## config.mk

```make
export PLATFORM = sky130hd
export DESIGN_NAME = fp_add_subt_responder_flat
export DESIGN_NICKNAME = d
export VERILOG_FILES = /design/src/rtl/fp_add_subt_responder_if.sv /design/src/rtl/fp_add_subt_responder.sv /design/src/flat_wrapper.sv
export SDC_FILE = /design/constraint.sdc
export NUM_CORES = 1
export LEC_CHECK = 0
export ABC_AREA = 1
export CORE_UTILIZATION = 40
export CTS_BUF_LIST = sky130_fd_sc_hd__clkbuf_2
export CTS_CLUSTER_DIAMETER = 120
export DETAILED_ROUTE_END_ITERATION = 16
export GPL_ROUTABILITY_DRIVEN = 0
export PLACE_DENSITY_LB_ADDON = 0.25
export SLEW_MARGIN = 20
export SYNTH_ARGS = -nofsm -noshare
export SYNTH_HDL_FRONTEND = slang
export SYNTH_SLANG_ARGS = --single-unit
```

## constraint.sdc

```tcl
create_clock -name clk -period 7.8 [get_ports clk]
set_input_delay 2.34 -clock clk [delete_from_list [all_inputs] [get_ports clk]]
set_output_delay 2.34 -clock clk [all_outputs]
set_load 0.02 [all_outputs]
```

## src/rtl/fp_add_subt_responder_if.sv

```systemverilog
// rtl/fp_add_subt_responder_if.sv - add/subt request/response handshake bundle
interface fp_add_subt_responder_if #(
    parameter int W = 32
);
    logic         beg_add_subt;
    logic         ack_add_subt;
    logic         op_add_subt;
    logic [W-1:0] add_subt_dataA;
    logic [W-1:0] add_subt_dataB;
    logic         ready_add_subt;
    logic [W-1:0] result_add_subt;

    modport master (
        output beg_add_subt,
        output ack_add_subt,
        output op_add_subt,
        output add_subt_dataA,
        output add_subt_dataB,
        input  ready_add_subt,
        input  result_add_subt
    );

    modport slave (
        input  beg_add_subt,
        input  ack_add_subt,
        input  op_add_subt,
        input  add_subt_dataA,
        input  add_subt_dataB,
        output ready_add_subt,
        output result_add_subt
    );
endinterface

```

## src/rtl/fp_add_subt_responder.sv

```systemverilog
// rtl/fp_add_subt_responder.sv - multi-cycle IEEE-754 add/subtract responder
// Build option ADD_SUBT_ROUND_NEAREST_EN: round-to-nearest-even; otherwise truncation.
module fp_add_subt_responder #(
    parameter int W = 32,
    parameter int E = 8
) (
    input  logic                   clk,
    input  logic                   rst,
    fp_add_subt_responder_if.slave bus
);
    localparam int SW  = W - E - 1;
    localparam int MW  = SW + 4;
    localparam int WW  = 2 * MW - 1;
    localparam int XW  = E + 2;
    localparam int LZW = $clog2(MW + 1);
    localparam logic [E-1:0]         MAX_SHIFT = E'(SW + 3);
    localparam logic signed [XW-1:0] EXP_INF   = XW'((1 << E) - 1);
    localparam logic signed [XW-1:0] EXP_ZERO  = '0;
    localparam logic signed [XW-1:0] EXP_ONE   = XW'(1);

    typedef enum logic [2:0] {
        IDLE  = 3'd0,
        ALIGN = 3'd1,
        ADD   = 3'd2,
        NORM  = 3'd3,
        ROUND = 3'd4,
        DONE  = 3'd5
    } state_t;

    state_t state_q, state_d;

    logic [W-1:0]         a_q, b_q;
    logic                 sign_q, sign_d;
    logic                 eff_sub_q, eff_sub_d;
    logic signed [XW-1:0] exp_q, exp_align, exp_norm;
    logic [MW-1:0]        mx_q, mx_d, my_q, my_d;
    logic [MW:0]          sum_q, sum_d;
    logic [MW-1:0]        norm_q, norm_d;
    logic [W-1:0]         result_q, result_d;
    logic                 ready_q, ready_d;
    logic                 cap_en, align_en, add_en, norm_en, round_en;

    logic [W-2:0]         mag_a, mag_b, mag_x, mag_y;
    logic                 swap;
    logic [E-1:0]         ex, ey, diff;
    logic [SW:0]          mant_x, mant_y;
    logic [WW-1:0]        y_wide;
    logic [LZW-1:0]       lz;
    logic signed [XW-1:0] exp_r;
    logic [SW-1:0]        frac_r;
`ifdef ADD_SUBT_ROUND_NEAREST_EN
    logic                 round_up;
    logic [SW+1:0]        rnd;
    logic                 unused_hidden;
`else
    logic                 unused_grs;
`endif

    function automatic logic [LZW-1:0] lzc(input logic [MW-1:0] v);
        lzc = LZW'(MW);
        for (int i = 0; i < MW; i++) begin
            if (v[i]) lzc = LZW'(MW - 1 - i);
        end
    endfunction

    always_ff @(posedge clk or posedge rst) begin
        if (rst) state_q <= IDLE;
        else     state_q <= state_d;
    end

    always_comb begin
        state_d = state_q;
        case (state_q)
            IDLE:    if (bus.beg_add_subt) state_d = ALIGN;
            ALIGN:   state_d = ADD;
            ADD:     state_d = NORM;
            NORM:    state_d = ROUND;
            ROUND:   state_d = DONE;
            DONE:    if (bus.ack_add_subt && ready_q) state_d = IDLE;
            default: state_d = IDLE;
        endcase
    end

    // ready trails the result write by one edge, so ack is only honoured once ready is visible
    always_comb begin
        cap_en   = (state_q == IDLE) && bus.beg_add_subt;
        align_en = (state_q == ALIGN);
        add_en   = (state_q == ADD);
        norm_en  = (state_q == NORM);
        round_en = (state_q == ROUND);
        ready_d  = (state_q == DONE) && !(bus.ack_add_subt && ready_q);
    end

    // Zero/subnormal operands are flushed to a zero magnitude before ordering
    always_comb begin
        mag_a     = (a_q[W-2:SW] == '0) ? '0 : a_q[W-2:0];
        mag_b     = (b_q[W-2:SW] == '0) ? '0 : b_q[W-2:0];
        swap      = mag_b > mag_a;
        mag_x     = swap ? mag_b : mag_a;
        mag_y     = swap ? mag_a : mag_b;
        sign_d    = swap ? b_q[W-1] : a_q[W-1];
        eff_sub_d = a_q[W-1] ^ b_q[W-1];
        ex        = mag_x[W-2:SW];
        ey        = mag_y[W-2:SW];
        diff      = ex - ey;
        mant_x    = {ex != '0, mag_x[SW-1:0]};
        mant_y    = {ey != '0, mag_y[SW-1:0]};
        mx_d      = {mant_x, 3'b000};
        y_wide    = {mant_y, {(WW-SW-1){1'b0}}} >> diff;
        if (diff > MAX_SHIFT)
            my_d = {{(MW-1){1'b0}}, |mant_y};
        else
            my_d = {y_wide[WW-1 -: MW-1], y_wide[WW-MW] | (|y_wide[WW-MW-1:0])};
        exp_align = $signed({{(XW-E){1'b0}}, ex});
    end

    always_comb begin
        if (eff_sub_q) sum_d = {1'b0, mx_q} - {1'b0, my_q};
        else           sum_d = {1'b0, mx_q} + {1'b0, my_q};
    end

    always_comb begin
        lz = lzc(sum_q[MW-1:0]);
        if (sum_q[MW]) begin
            norm_d   = {sum_q[MW:2], sum_q[1] | sum_q[0]};
            exp_norm = exp_q + EXP_ONE;
        end else begin
            norm_d   = sum_q[MW-1:0] << lz;
            exp_norm = exp_q - $signed({{(XW-LZW){1'b0}}, lz});
        end
    end

    // norm_q = {hidden, fraction, G, R, S}; hidden clear means the sum cancelled to zero
    always_comb begin
`ifdef ADD_SUBT_ROUND_NEAREST_EN
        round_up      = norm_q[2] & (norm_q[1] | norm_q[0] | norm_q[3]);
        rnd           = {1'b0, norm_q[MW-1:3]} + {{(SW+1){1'b0}}, round_up};
        unused_hidden = rnd[SW];
        frac_r        = rnd[SW-1:0];
        exp_r         = exp_q + $signed({{(XW-1){1'b0}}, rnd[SW+1]});
`else
        unused_grs    = ^norm_q[2:0];
        frac_r        = norm_q[MW-2:3];
        exp_r         = exp_q;
`endif
        if (!norm_q[MW-1])
            result_d = '0;
        else if (exp_r >= EXP_INF)
            result_d = {sign_q, {E{1'b1}}, {SW{1'b0}}};
        else if (exp_r <= EXP_ZERO)
            result_d = {sign_q, {(W-1){1'b0}}};
        else
            result_d = {sign_q, exp_r[E-1:0], frac_r};
    end

    always_ff @(posedge clk or posedge rst) begin
        if (rst) begin
            a_q       <= '0;
            b_q       <= '0;
            sign_q    <= 1'b0;
            eff_sub_q <= 1'b0;
            exp_q     <= '0;
            mx_q      <= '0;
            my_q      <= '0;
            sum_q     <= '0;
            norm_q    <= '0;
            result_q  <= '0;
            ready_q   <= 1'b0;
        end else begin
            if (cap_en) begin
                a_q <= bus.add_subt_dataA;
                b_q <= {bus.add_subt_dataB[W-1] ^ bus.op_add_subt, bus.add_subt_dataB[W-2:0]};
            end
            if (align_en) begin
                sign_q    <= sign_d;
                eff_sub_q <= eff_sub_d;
                exp_q     <= exp_align;
                mx_q      <= mx_d;
                my_q      <= my_d;
            end else if (norm_en) begin
                exp_q     <= exp_norm;
            end
            if (add_en)   sum_q    <= sum_d;
            if (norm_en)  norm_q   <= norm_d;
            if (round_en) result_q <= result_d;
            ready_q <= ready_d;
        end
    end

    assign bus.ready_add_subt  = ready_q;
    assign bus.result_add_subt = result_q;

endmodule

```

## src/flat_wrapper.sv

```systemverilog
// flat-port wrapper written by rule: the top's interface ports become plain ports
module fp_add_subt_responder_flat 
#(
    parameter int W = 32,
    parameter int E = 8
)
  (clk, rst, bus_beg_add_subt, bus_ack_add_subt, bus_op_add_subt, bus_add_subt_dataA, bus_add_subt_dataB, bus_ready_add_subt, bus_result_add_subt);
  fp_add_subt_responder_if #(.W(W)) bus_i ();
  input  logic clk;
  input  logic rst;
  input wire logic [$bits(bus_i.beg_add_subt)-1:0] bus_beg_add_subt;
  input wire logic [$bits(bus_i.ack_add_subt)-1:0] bus_ack_add_subt;
  input wire logic [$bits(bus_i.op_add_subt)-1:0] bus_op_add_subt;
  input wire logic [$bits(bus_i.add_subt_dataA)-1:0] bus_add_subt_dataA;
  input wire logic [$bits(bus_i.add_subt_dataB)-1:0] bus_add_subt_dataB;
  output wire logic [$bits(bus_i.ready_add_subt)-1:0] bus_ready_add_subt;
  output wire logic [$bits(bus_i.result_add_subt)-1:0] bus_result_add_subt;
  assign bus_i.beg_add_subt = bus_beg_add_subt;
  assign bus_i.ack_add_subt = bus_ack_add_subt;
  assign bus_i.op_add_subt = bus_op_add_subt;
  assign bus_i.add_subt_dataA = bus_add_subt_dataA;
  assign bus_i.add_subt_dataB = bus_add_subt_dataB;
  assign bus_ready_add_subt = bus_i.ready_add_subt;
  assign bus_result_add_subt = bus_i.result_add_subt;
  fp_add_subt_responder #(.W(W), .E(E)) u_core (.clk(clk), .rst(rst), .bus(bus_i));
endmodule
```

Word-level counts from Yosys, hierarchy flattened:

Index checks and enable logic that the tools add are counted.

* flip-flop bits (word level): 218
* input bits: 69
* output and inout bits: 33
* logic and storage cells: 91

* $add $sub $neg: 5
* $lt $le $gt $ge: 4
* equal/unequal tests: 7
* shifts and indexed selects: 2
* muxes and demuxes: 44
* bitwise gates (word level): 4
* reduce and logical (&&, ||, !) cells: 13

Operators with widths (count)
* $mux W31: 6
* $mux W5: 16
* $mux W27: 2
* $shr A53 B8 Y53: 1
* $mux W32: 1
* $mux W4: 8
* $gt A31 B31 Y1: 1
* $mux W10: 3
* $add A27 B27 Y28: 1
* $mux W28: 1
* $sub A27 B27 Y28: 1
* $shl A27 B5 Y27: 1
* $reduce_or A26 Y1: 1
* $reduce_or A24 Y1: 1
* $pmux W3 S6: 1
* $logic_not A8 Y1: 2
* $reduce_bool A8 Y1: 2
* $add A10 B2 Y10 const B: 1
* $ge A10 B9 Y1 const B: 1
* $le A10 B1 Y1 const B: 1
* $sub A10 B6 Y10: 1
* $gt A8 B5 Y1 const B: 1
* $sub A8 B8 Y8: 1
* $eq A3 B2 Y1 const B: 2
* other kinds (13): 22

Logic depth before layout (Yosys ltp):

* word-level depth: 31
* depth in mapped cells: 48
* depth with buffers taken out: 46

Worst setup path before layout:

OpenSTA, ideal clock, no wires.

* kind: flip-flop to flip-flop
* from: register u_core.sum_q[2]
* to: register u_core.exp_q[9]
* setup time: 0.140 ns
* data arrival time: 4.356 ns
* data required time: 7.660 ns
* setup slack: 3.303 ns
* stages on the path, launching flop included: 49
* path buffers: 2
* clock period less this slack: 4.497 ns
* path through: dfrtp_1 > inv_1 > o21ai_0 > a21oi_1 > o21ai_0 > nand2_1 > nand2_1 > nand2_1 > nand2_1 > nand2_1 > nand2_1 > nand2_1 > nand2_1 > nand2_1 > nand2_1 > nand2_1 > nand2_1 > nand2_1 > [13 not listed] > ha_1 > nand2_1 > nor2_1 > a211oi_1 > inv_1 > nand2_1 > inv_1 > nor2_1 > inv_1 > a21oi_1 > nor2_1 > o21ai_0 > nand2_1 > a21oi_1 > nor2_1 > nor2_1 > xor2_1 > o22ai_1

* cells in the longest elaborated chain, start to end: 29

Ends and longest elaborated chain
* from (decl): RTL line fp_add_subt_responder.sv:37 `logic [MW:0] sum_q, sum_d;`
* from (signal assigned): RTL line fp_add_subt_responder.sv:183 `if (add_en) sum_q <= sum_d;`
* $mux W2: RTL line fp_add_subt_responder.sv:62 `if (v[i]) lzc = LZW'(MW - 1 - i);`
* $mux W4 (8 in series): RTL line fp_add_subt_responder.sv:62
* $mux W5 (16 in series): RTL line fp_add_subt_responder.sv:62
* $sub A10 B6 Y10: RTL line fp_add_subt_responder.sv:129 `exp_norm = exp_q - $signed({{(XW-LZW){1'b0}}, lz});`
* $mux W10: RTL line fp_add_subt_responder.sv:124 `if (sum_q[MW]) begin`
* $mux W10: RTL line fp_add_subt_responder.sv:180 `end else if (norm_en) begin`
* $mux W10: RTL line fp_add_subt_responder.sv:174 `if (align_en) begin`
* to (signal assigned): RTL line fp_add_subt_responder.sv:177 `exp_q <= exp_align;`
* to (signal assigned): RTL line fp_add_subt_responder.sv:181 `exp_q <= exp_norm;`
* to (decl): RTL line fp_add_subt_responder.sv:35 `logic signed [XW-1:0] exp_q, exp_align, exp_norm;`

Every way passes these cells. The select of a mux whose other input is x is not followed.
A chain may end at the register's enable or synchronous reset.

Worst setup path after layout:

* from: register u_core.b_q[27]
* to: register u_core.my_q[4]

* cells in the longest elaborated chain, start to end: 7
* elaborated cells on any way between the ends: 10
* classes of those cells: add/sub: 1; order compare: 2; shift: 1; mux: 4; reduce/logical: 2

Ends and longest elaborated chain
* from (decl): RTL line fp_add_subt_responder.sv:32 `logic [W-1:0] a_q, b_q;`
* from (signal assigned): RTL line fp_add_subt_responder.sv:172 `b_q <= {bus.add_subt_dataB[W-1] ^ bus.op_add_subt, bus.add_subt_dataB[W-2:0]};`
* $logic_not A8 Y1: RTL line fp_add_subt_responder.sv:97 `mag_b = (b_q[W-2:SW] == '0) ? '0 : b_q[W-2:0];`
* $mux W31 *: RTL line fp_add_subt_responder.sv:97
* $gt A31 B31 Y1: RTL line fp_add_subt_responder.sv:98 `swap = mag_b > mag_a;`
* $mux W31 (on tied branches): RTL line fp_add_subt_responder.sv:99, fp_add_subt_responder.sv:100
* $sub A8 B8 Y8 or $reduce_bool A8 Y1 (tied branches): RTL line fp_add_subt_responder.sv:105, fp_add_subt_responder.sv:107
* $shr A53 B8 Y53 or $gt A8 B5 Y1 (tied branches): RTL line fp_add_subt_responder.sv:109, fp_add_subt_responder.sv:110
* $mux W27 *: RTL line fp_add_subt_responder.sv:110 `if (diff > MAX_SHIFT)`
* to (signal assigned): RTL line fp_add_subt_responder.sv:179 `my_q <= my_d;`
* to (decl): RTL line fp_add_subt_responder.sv:36 `logic [MW-1:0] mx_q, mx_d, my_q, my_d;`

Every way passes the cells marked *; elsewhere a longest branch is shown, timed or not.

==> impl_metrics.env <==
export IMPL_synth_xor_area_share_pct=2.07
export IMPL_drtAntennaViolNets=0
export IMPL_crit_arrival_ns=6.96
export IMPL_die_h_um=202
export IMPL_synthFlopType="dfrtp_1"
export IMPL_yosysSeqAreaShare_pct=33.5
export IMPL_cts_root_buf="clkbuf_2"
export IMPL_timing_slew_headroom_pct=31.2
export IMPL_clock_path_buffers=3
export IMPL_area_growth_pct=11.3
export IMPL_crit_slowest_cell="dfrtp_1"
export IMPL_fin_crit_sh_pct=78.2
export IMPL_yosys_top_cells_area="dfrtp_1 (34%), nand2_1 (19%), o21ai_0 (7.2%)"
export IMPL_die_w_um=202
export IMPL_drc_errors=0
export IMPL_io_pins=102
export IMPL_cts_resized=0
export IMPL_cts_hold_fix_buffers=0
export IMPL_synth_compound_area_share_pct=15.6
export IMPL_synth_most_common_cell="nand2_1"
export IMPL_maxSlewViolCount=0
export IMPL_start_util_pct=41.0
export IMPL_clock_latency_ns=0.97
export IMPL_grt_use_total_pct=22.8
export IMPL_hold_violations=0
export IMPL_synth_edf_count=0
export IMPL_ys_seq_elements=215
export IMPL_synth_adder_area_share_pct=7.43
export IMPL_vias=16000
export IMPL_path_clk_slew_ns=0.10
export IMPL_grt_pass1_vias=15300
export IMPL_hold_path_class="flip-flop to flip-flop"
export IMPL_h_tree_depth=2
export IMPL_num_nets_final=2625
export IMPL_async_flop_share_pct=100
export IMPL_maxCapViolCount=0
export IMPL_crit_type="flip-flop to flip-flop"
export IMPL_postRouteWirelength_mm=46.5
export IMPL_setup_viol=0
export IMPL_worst_slew_pin_slew_ns=1.03
export IMPL_routedWlPerCell_um=15.4
export IMPL_dieArea_mm2=0.0409
export IMPL_grt_pass1_wl_mm=76.6
export IMPL_synth_top_area_share_pct=33.5
export IMPL_drive_above_1_share_pct=5.88
export IMPL_rows=72
export IMPL_antenna_found_initial=2
export IMPL_max_clock_freq_ghz=0.164
export IMPL_dr_pass1_iters=5
export IMPL_synth_top_family_by_area="simple AND/OR/NAND/NOR gates"
export IMPL_cts_sinks=215
export IMPL_period_needed_ns=6.10
export IMPL_cp_slowest_stage_delay_ns=0.41
export IMPL_rsz0062_at_grt="false"
export IMPL_numCtsBuffers=59
export IMPL_yosys_warnings=0
export IMPL_muxShareOfSynthArea_pct=0.562
export IMPL_synth_commonest_cells="nand2_1 (818), inv_1 (240), o21ai_0 (232)"
export IMPL_synth_area_leader_cell="dfrtp_1"
export IMPL_cp_end_kind="flip-flop"
export IMPL_via_per_inst=5.30
export IMPL_post_cts_setup_buffers=0
export IMPL_synth_simple_area_share_pct=31.6
export IMPL_dp_hpwl_mm=35.6
export IMPL_core_mm2=0.0391
export IMPL_cp_start_kind="flip-flop"
export IMPL_syn_cell_area_mm2=0.0160
export IMPL_worstPathRequired_ns=8.66
export IMPL_fin_worst_skew_ns=0.0418
export IMPL_grt_overflow=0
export IMPL_port_buffer_count=101
export IMPL_outcome="complete, no violations"
export IMPL_drt_initial_drc_count=1190
export IMPL_ys_types=54
export IMPL_syn_area_per_cell_um2=6.68
export IMPL_cts_tree="built"
export IMPL_syn_instance_count=2401
export IMPL_setup_tns_final_ns=0
export IMPL_crit_path_max_fanout=33
export IMPL_grt_max_degree=157
export IMPL_syn_nets=2564
==> area by class of cell <==
cell class | count | area, um2
fillers | 4110 | 21200
multi-input cells | 1815 | 9210
flip-flops and latches | 215 | 5380
repair buffers | 124 | 1200
inverters | 247 | 931
well taps | 518 | 648
clock buffers | 81 | 405
clock inverters | 17 | 70.1
diodes | 3 | 7.51
==> sequential cells by signal, indices dropped and copies added, names as in the netlist <==
name,cells
u_core.state_q,3
u_core.bus.result_add_subt,32
u_core.exp_q,10
u_core.eff_sub_q,1
u_core.my_q,27
u_core.sum_q,28
u_core.bus.ready_add_subt,1
u_core.b_q,32
u_core.norm_q,24
u_core.mx_q,24
u_core.a_q,32
u_core.sign_q,1
==> path summary, 6_finish.rpt <==
path,from,endpoint,slack [ns],cells past startpoint
hold reg to reg,u_core.b_q[15],u_core.b_q[15],0.48,2
min in group asynchronous,rst,u_core.sign_q,1.98,3
hold / removal,u_core.b_q[15],u_core.b_q[15],0.48,2
max in group asynchronous,rst,u_core.norm_q[11],4.56,4
setup reg to reg,u_core.b_q[27],u_core.my_q[4],1.70,29
setup / recovery,u_core.b_q[27],u_core.my_q[4],1.70,29
==> worst max-delay path: cells and delay by family, from the launching register on <==
family                   cells  cell delay (ns)
AND/OR/NAND/NOR             17             3.12
buffers and inverters        7             1.39
AO/OA/AOI/OAI                3             0.52
adder cells (fa/ha/maj)      2             0.48
flip-flops                   1             0.41
==> layout by cell type, fill, tap and decap left out, types with 5 or more instances in the layout <==
master           synthesis  final
a21oi_1                126    126
a22oi_1                  7      7
buf_4                    1     22
clkbuf_2                 0     81
clkdlybuf4s50_1          0    101
clkinv_1                 3     13
clkinv_2                 0      5
dfrtp_1                215    215
ha_1                    92     92
inv_1                  240    238
inv_2                    4      7
mux2i_1                  9      9
nand2_1                818    816
nand3_1                223    222
nand4_1                 38     38
nor2_1                  97     96
nor3_1                  10      9
nor4_1                   8      8
o211ai_1                14     14
o21ai_0                232    232
o21ai_1                  7      7
o221ai_1                 7      7
o22ai_1                 30     30
or2_2                    9      9
xor2_1                  33     33
==> metrics by stage <==
stage / util [%] / setup slack, ns / std cells / hold slack (ns) / cell area (um2)
after floorplan: - / 2.66 / 2401 / 0.449 / 16000
after global placement: 44.4 / 1.66 / 2919 / 0.465 / 17400
after detailed placement: 44.4 / 1.56 / 2919 / 0.468 / 17400
after CTS: 45.6 / 1.54 / 3017 / 0.488 / 17800
after global routing: 45.7 / 1.21 / 3020 / 0.510 / 17900
final: 45.7 / 1.70 / 3020 / 0.485 / 17900
==> cells by family after synthesis <==
family / count (synthesis)
buf+inv: 371
fa+ha+maj: 94
compound gates: 457
mux: 9
flops: 215
xor+xnor: 37
simple gates: 1218
==> layer usage <==
metal / wire (um) / vias to the layer above / track usage [%]
li1: - / 8045 / -
met2: 21200 / 474 / 36.6
met3: 2440 / 84 / 3.72
met5: 0 / - / 0
met1: 21600 / 7393 / 31.1
met4: 1200 / 0 / 7.55
Power is left out: the tool's default activity adds up to more than one toggle a clock period on the data nets, which glitch-free logic cannot reach.
